$ cat src/rtl/waterfall_reader.sv
// Waterfall display reader: maps the raster position onto a 512x256 history
// window, issues bin/row reads to the waterfall frame memory, and turns the
// returned log-magnitude into a grayscale or heat-map pixel. Syncs are
// delayed to line up with the colour outputs.
module waterfall_reader #(
  parameter int X0      = 64,
  parameter int Y0      = 112,
  parameter int RAM_LAT = 2
) (
  input  logic       rd_clk,
  input  logic       rd_rst,
  input  logic [9:0] h_count,
  input  logic [9:0] v_count,
  input  logic       active_draw,
  input  logic       h_sync_in,
  input  logic       v_sync_in,
  input  logic       new_frame,
  input  logic [1:0] gain,
  input  logic       cmap_sel,
  output logic [8:0] rd_bin,
  output logic [7:0] rd_row,
  input  logic [7:0] rd_data,
  output logic [7:0] red,
  output logic [7:0] green,
  output logic [7:0] blue,
  output logic       h_sync_out,
  output logic       v_sync_out,
  output logic       active_draw_out
);

  // Stage 0 plus RAM_LAT memory cycles; the last stage lines up with rd_data.
  localparam int DEPTH = 1 + RAM_LAT;

  typedef enum logic [0:0] {
    WAIT_FRAME = 1'b0,
    RUN        = 1'b1
  } state_t;

  state_t state_q;
  state_t state_d;

  logic in_win;
  logic live;

  logic [1:0] gain_q;
  logic       cmap_q;

  // Delay lines. win_p carries "in window and allowed to be coloured".
  logic [DEPTH-1:0] win_p;
  logic [DEPTH-1:0] act_p;
  logic [DEPTH-1:0] hs_p;
  logic [DEPTH-1:0] vs_p;

  logic [10:0] m_wide;
  logic [7:0]  m;
  logic [7:0]  red_d;
  logic [7:0]  green_d;
  logic [7:0]  blue_d;

  // Window decode on the raw raster position.
  always_comb begin
    in_win = active_draw
          && (int'(h_count) >= X0) && (int'(h_count) <= X0 + 511)
          && (int'(v_count) >= Y0) && (int'(v_count) <= Y0 + 255);
  end

  // A pixel may be coloured if its address is issued while running or in
  // the very cycle new_frame starts the run.
  always_comb begin
    live = (state_q == RUN) || new_frame;
  end

  // Next-state logic: leave WAIT_FRAME on the first new_frame, RUN is sticky.
  always_comb begin
    state_d = state_q;
    case (state_q)
      WAIT_FRAME: if (new_frame) state_d = RUN;
      RUN:        state_d = RUN;
      default:    state_d = WAIT_FRAME;
    endcase
  end

  // State register; reset wins over a coincident new_frame.
  always_ff @(posedge rd_clk) begin
    if (rd_rst) state_q <= WAIT_FRAME;
    else        state_q <= state_d;
  end

  // Shadow copies of gain/colour map so changes only land on frame boundaries.
  always_ff @(posedge rd_clk) begin
    if (rd_rst) begin
      gain_q <= 2'd0;
      cmap_q <= 1'b0;
    end else if (new_frame) begin
      gain_q <= gain;
      cmap_q <= cmap_sel;
    end
  end

  // Stage 0 address registers and the alignment delay lines.
  always_ff @(posedge rd_clk) begin
    if (rd_rst) begin
      rd_bin <= 9'd0;
      rd_row <= 8'd0;
      win_p  <= '0;
      act_p  <= '0;
      hs_p   <= '0;
      vs_p   <= '0;
    end else begin
      rd_bin   <= in_win ? 9'(h_count - 10'(X0)) : 9'd0;
      rd_row   <= in_win ? 8'(v_count - 10'(Y0)) : 8'd0;
      win_p[0] <= in_win && live;
      act_p[0] <= active_draw;
      hs_p[0]  <= h_sync_in;
      vs_p[0]  <= v_sync_in;
      for (int i = 1; i < DEPTH; i++) begin
        win_p[i] <= win_p[i-1];
        act_p[i] <= act_p[i-1];
        hs_p[i]  <= hs_p[i-1];
        vs_p[i]  <= vs_p[i-1];
      end
    end
  end

  // Gain with saturation, then grayscale or three-segment heat map.
  always_comb begin
    m_wide  = 11'(rd_data) << gain_q;
    m       = (|m_wide[10:8]) ? 8'hFF : m_wide[7:0];
    red_d   = 8'd0;
    green_d = 8'd0;
    blue_d  = 8'd0;
    if (!cmap_q) begin
      red_d   = m;
      green_d = m;
      blue_d  = m;
    end else if (m < 8'd85) begin
      red_d   = 8'(10'(m) * 10'd3);
    end else if (m < 8'd170) begin
      red_d   = 8'hFF;
      green_d = 8'((10'(m) - 10'd85) * 10'd3);
    end else begin
      red_d   = 8'hFF;
      green_d = 8'hFF;
      blue_d  = 8'((10'(m) - 10'd170) * 10'd3);
    end
  end

  // Registered colour stage; pixels outside the live window are black.
  always_ff @(posedge rd_clk) begin
    if (rd_rst) begin
      red             <= 8'd0;
      green           <= 8'd0;
      blue            <= 8'd0;
      h_sync_out      <= 1'b0;
      v_sync_out      <= 1'b0;
      active_draw_out <= 1'b0;
    end else begin
      red             <= win_p[DEPTH-1] ? red_d   : 8'd0;
      green           <= win_p[DEPTH-1] ? green_d : 8'd0;
      blue            <= win_p[DEPTH-1] ? blue_d  : 8'd0;
      h_sync_out      <= hs_p[DEPTH-1];
      v_sync_out      <= vs_p[DEPTH-1];
      active_draw_out <= act_p[DEPTH-1];
    end
  end

endmodule

$ cat config.mk
export PLATFORM = sky130hd
export DESIGN_NAME = waterfall_reader
export DESIGN_NICKNAME = d
export VERILOG_FILES = /design/src/rtl/waterfall_reader.sv
export SDC_FILE = /design/constraint.sdc
export NUM_CORES = 1
export LEC_CHECK = 0
export BUFFER_PORTS_ARGS = -buffer_cell sky130_fd_sc_hd__buf_2
export CAP_MARGIN = 20
export CORE_UTILIZATION = 49
export CTS_BUF_LIST = sky130_fd_sc_hd__clkbuf_16
export DETAILED_ROUTE_END_ITERATION = 7
export GPL_TIMING_DRIVEN = 1
export HOLD_SLACK_MARGIN = 0.15
export PLACE_DENSITY = 0.75
export SLEW_MARGIN = 5
export SYNTH_ARGS = -nofsm -noshare
export SYNTH_HDL_FRONTEND = slang
export SYNTH_SLANG_ARGS = --single-unit
$ cat constraint.sdc
create_clock -name rd_clk -period 3.5 [get_ports rd_clk]
set_input_delay 0.175 -clock rd_clk [delete_from_list [all_inputs] [get_ports rd_clk]]
set_output_delay 0.175 -clock rd_clk [all_outputs]
set_load 0.02 [all_outputs]
==> Flow_metrics.wiki <==
{| class="wikitable"
! Metric !! Value
|-
| Number of failing hold endpoints at the final stage || 0
|-
| Remaining number of nets flagged by the antenna check after routing || 0
|-
| Per-cell routed wire length || between 10 and 15 um
|-
| Per-cell via count in the routed design || 5.26
|-
| Final GP Congestion || 0.940
|-
| Inserted Diodes || 0
|-
| Die outline width || roughly 86 um
|-
| Maximum ir drop on the vdd rail || 0.288 mV
|-
| Count of distinct cell types in the synthesized netlist || 59
|-
| Max Clock Freq || 296 MHz
|-
| Crit Path Category || reg2reg
|-
| Utilization after layout || 0.688
|-
| Post-synthesis net count || 442
|-
| Tightest Pin Transition || between 800 and 900 ps
|-
| Net count of the finished layout || ~570
|-
| Final min period || 3380 ps
|-
| Die Y || 85.7 um
|-
| Most common cell in the synthesized netlist || dfxtp_1
|-
| Final worst path period share || 0.966
|-
| Yosys warnings || 0
|-
| Post-synthesis cell type with the largest combined area || dfxtp_1
|-
| Setup slack on the worst flop-to-flop path || 120 ps
|-
| Area added between synthesis and finish || 36.3%
|-
| Latest clock arrival within the worst-skew pair || 320 ps
|-
| Sequential share of the synthesized area || 0.350
|-
| Sum of routed wire length over all layers || 8800 um
|-
| Die area || about 7300 um^2
|-
| Synth top area share || 0.350
|-
| Path type of the worst min-delay path || in2reg
|-
| Ports placed on the boundary || 81
|-
| Max_cap viols || 0
|-
| Overall fraction of global-route tracks in use || 0.245
|-
| Top FF cell, synth || dfxtp_1
|-
| Pins Over Slew Limit || 0
|-
| Static power due to leakage || 2.22 nW
|-
| Syn Area/Cell || 9.10 um^2
|-
| Critical path endpoint category || flop
|-
| Clock skew || 3.40 ps
|-
| Total setup violations reported at the end of the flow || 0
|-
| HPWL after DPL || just over 6000 um
|-
| Mapped Cells || 377
|-
| Clock slew seen by the registers of the worst setup and hold paths || 50 ps
|-
| Arr. time, crit path || 3550 ps
|-
| Detailed-routing iteration count for the pre-antenna-repair pass || 4
|-
| Data required time at the worst endpoint || between 3000 and 4000 ps
|-
| #FFs+latches synth || 60
|-
| Largest net degree at the start of global routing || 29
|-
| Row cnt || 30
|-
| Effective utilization at floorplan || 0.505
|-
| Leftover overflow at the end of global routing || 0
|-
| Number of buffers added by the clock tree synthesis step || 9
|-
| Cell area after technology mapping || approximately 3400 um^2
|-
| Worst-case headroom to the max-slew limit || 0.400
|-
| Number of antenna violations at the first check in global routing || 0
|-
| First-pass GRT wire length || 14000 um
|-
| Core ar. || slightly below 7000 um^2
|-
| Top cells by area in the synthesized netlist || dfxtp_1 35%, ha_1 9.5%, a21oi_1 5.4%
|-
| Sink count of the clock tree || 60
|-
| Bufs on Longest Clock Path || 2
|-
| Post-synth EDFFs || 0
|-
| Number of global-route vias before repair || 3045
|-
| Post-synth ARST share || 0
|-
| Number of buffer cells added on primary ports || 80
|-
| Slowest stage cell on the critical path || mux4_2
|-
| Largest driver fanout on the critical path || 5
|-
| Root buffer cell || clkbuf_16
|-
| Total via count in the routed design || around 3200
|-
| Cell types with the highest counts after synthesis || 60 x dfxtp_1, 37 x a21oi_1, 28 x nor2_1, 26 x ha_1, 23 x inv_1
|-
| PD cells || just over 500 nW/um^2
|-
| Run status || finished, final reports clean
|-
| H-Tree Level Count || 3
|-
| TritonCTS clock tree || built
|-
| Startpoint type of the worst setup path || flop
|-
| Count of unresolved DRC violations after routing || 0
|-
| Worst-case hold slack || 184 ps
|-
| Initial drt markers || 137
|-
| Slowest cell delay on critical path || 520 ps
|-
| Crit path cell chain || buf_4 > mux4_2 > nand2b_1 > ha_1 > a21o_1 > a21oi_1 > xnor2_1 > ha_1 > a41o_1 > a21o_1 > a2111oi_4 > a2111oi_4
|-
| Layout cells sized above 1 || 0.306
|}
-- worst max-delay path: cells and delay by family, from the launching register on --
| family | cells | cell delay (ps) |
|---|---|---|
| adders and majority gates | 2 | 560 |
| buffers and inverters | 1 | 150 |
| AOI/OAI and AO/OA | 6 | 1230 |
| muxes | 1 | 520 |
| xor gates and xnor gates | 1 | 120 |
| DFF | 1 | 370 |
| and+or+nand+nor | 1 | 280 |
-- repair_timing --
action | in CTS | in global routing
setup buffers | 0 | 2
hold buffers | 21 | 0
hold endpoints to repair | 21 | 0
pin swaps | 0 | 7
setup endpoints to repair | 1 | 8
resized for setup | 2 | 18
-- metal layers --
layer / track usage / vias to the layer above / part of all wire
met5: 0 / - / 0
met1: 0.283 / 1455 / 0.43
met2: 0.425 / 125 / 0.48
met4: 0.0848 / 0 / 0.026
met3: 0.0818 / 23 / 0.054
li1: - / 1554 / -
-- logic make-up (layout without fill, tap and decap cells) --
family,after synthesis,count (layout),synth area share
compound gates,100,100,0.184
xor+xnor,21,21,0.0656
fa+ha+maj,28,28,0.106
buf+inv,40,167,0.0511
flops,60,60,0.350
mux,14,14,0.0569
simple gates,114,114,0.186
-- registers in the layout, indices dropped and copies added (netlist names) --
| register | count |
|---|---|
| hs_p | 3 |
| act_p | 3 |
| rd_bin | 9 |
| active_draw_out | 1 |
| green | 8 |
| h_sync_out | 1 |
| v_sync_out | 1 |
| red | 8 |
| rd_row | 8 |
| win_p | 3 |
| blue | 8 |
| cmap_q | 1 |
| vs_p | 3 |
| state_q | 1 |
| gain_q | 2 |
-- metrics by stage --
step / instance area, um^2 / setup slack (ps) / setup TNS (ps) / instances / total power (W)
final: 4680 / 120 / 0 / 600 / 0.00236
after global routing: 4680 / -25.0 / -30.1 / 600 / 0.00249
after CTS: 4600 / 20.6 / 0 / 598 / 0.00233
after detailed placement: 4110 / -146 / -146 / 562 / 0.00150
after global placement: 4110 / 35.2 / 0 / 562 / 0.00149
after floorplan: 3510 / 61.7 / 0 / 377 / 0.00128
-- area by class of cell --
class | instances | area (um^2)
Fill cell | 522 | 2120
Inverter | 23 | 86.3
Clock inverter | 6 | 48.8
Tap cell | 96 | 120
Timing Repair Buffer | 129 | 822
Multi-Input combinational cell | 277 | 2170
Sequential cell | 60 | 1210
Clock buffer | 9 | 225
-- layout by cell type, fill, tap and decap left out, drive strengths merged, types with 5 or more instances in the layout --
cell type and instances:
nand2 11, nor2 29, buf 108, nand3 7, a21oi 37, clkbuf 9
nor3 5, dfxtp 60, ha 26, inv 25, and2 13, a21o 8
nor2b 20, xnor2 12, o21ai 22, nand2b 8, mux2i 9, xor2 6
or2 5, dlygate4sd3 21
-- path summary, 6_finish.rpt --
check	startpoint	endpoint	depth (start not counted)
worst min register to register	hs_p[1]$_SDFF_PP0_	hs_p[2]$_SDFF_PP0_	1
worst max-delay path	gain_q[0]$_SDFFE_PP0P_	green[7]$_SDFF_PP0_	12
worst max register to register	gain_q[0]$_SDFFE_PP0P_	green[7]$_SDFF_PP0_	12
worst min-delay path	new_frame	win_p[0]$_SDFF_PP0_	3
-- power by group --
group / total, W / switching (W) / internal (W) / leakage, nW
Combinational: 0.000855 / 0.000449 / 0.000406 / 1.59
Clock: 0.000801 / 0.000270 / 0.000531 / 0.140
Sequential: 0.000706 / 0.00000925 / 0.000696 / 0.487
No activity file was read; power rests on OpenSTA's default activity.
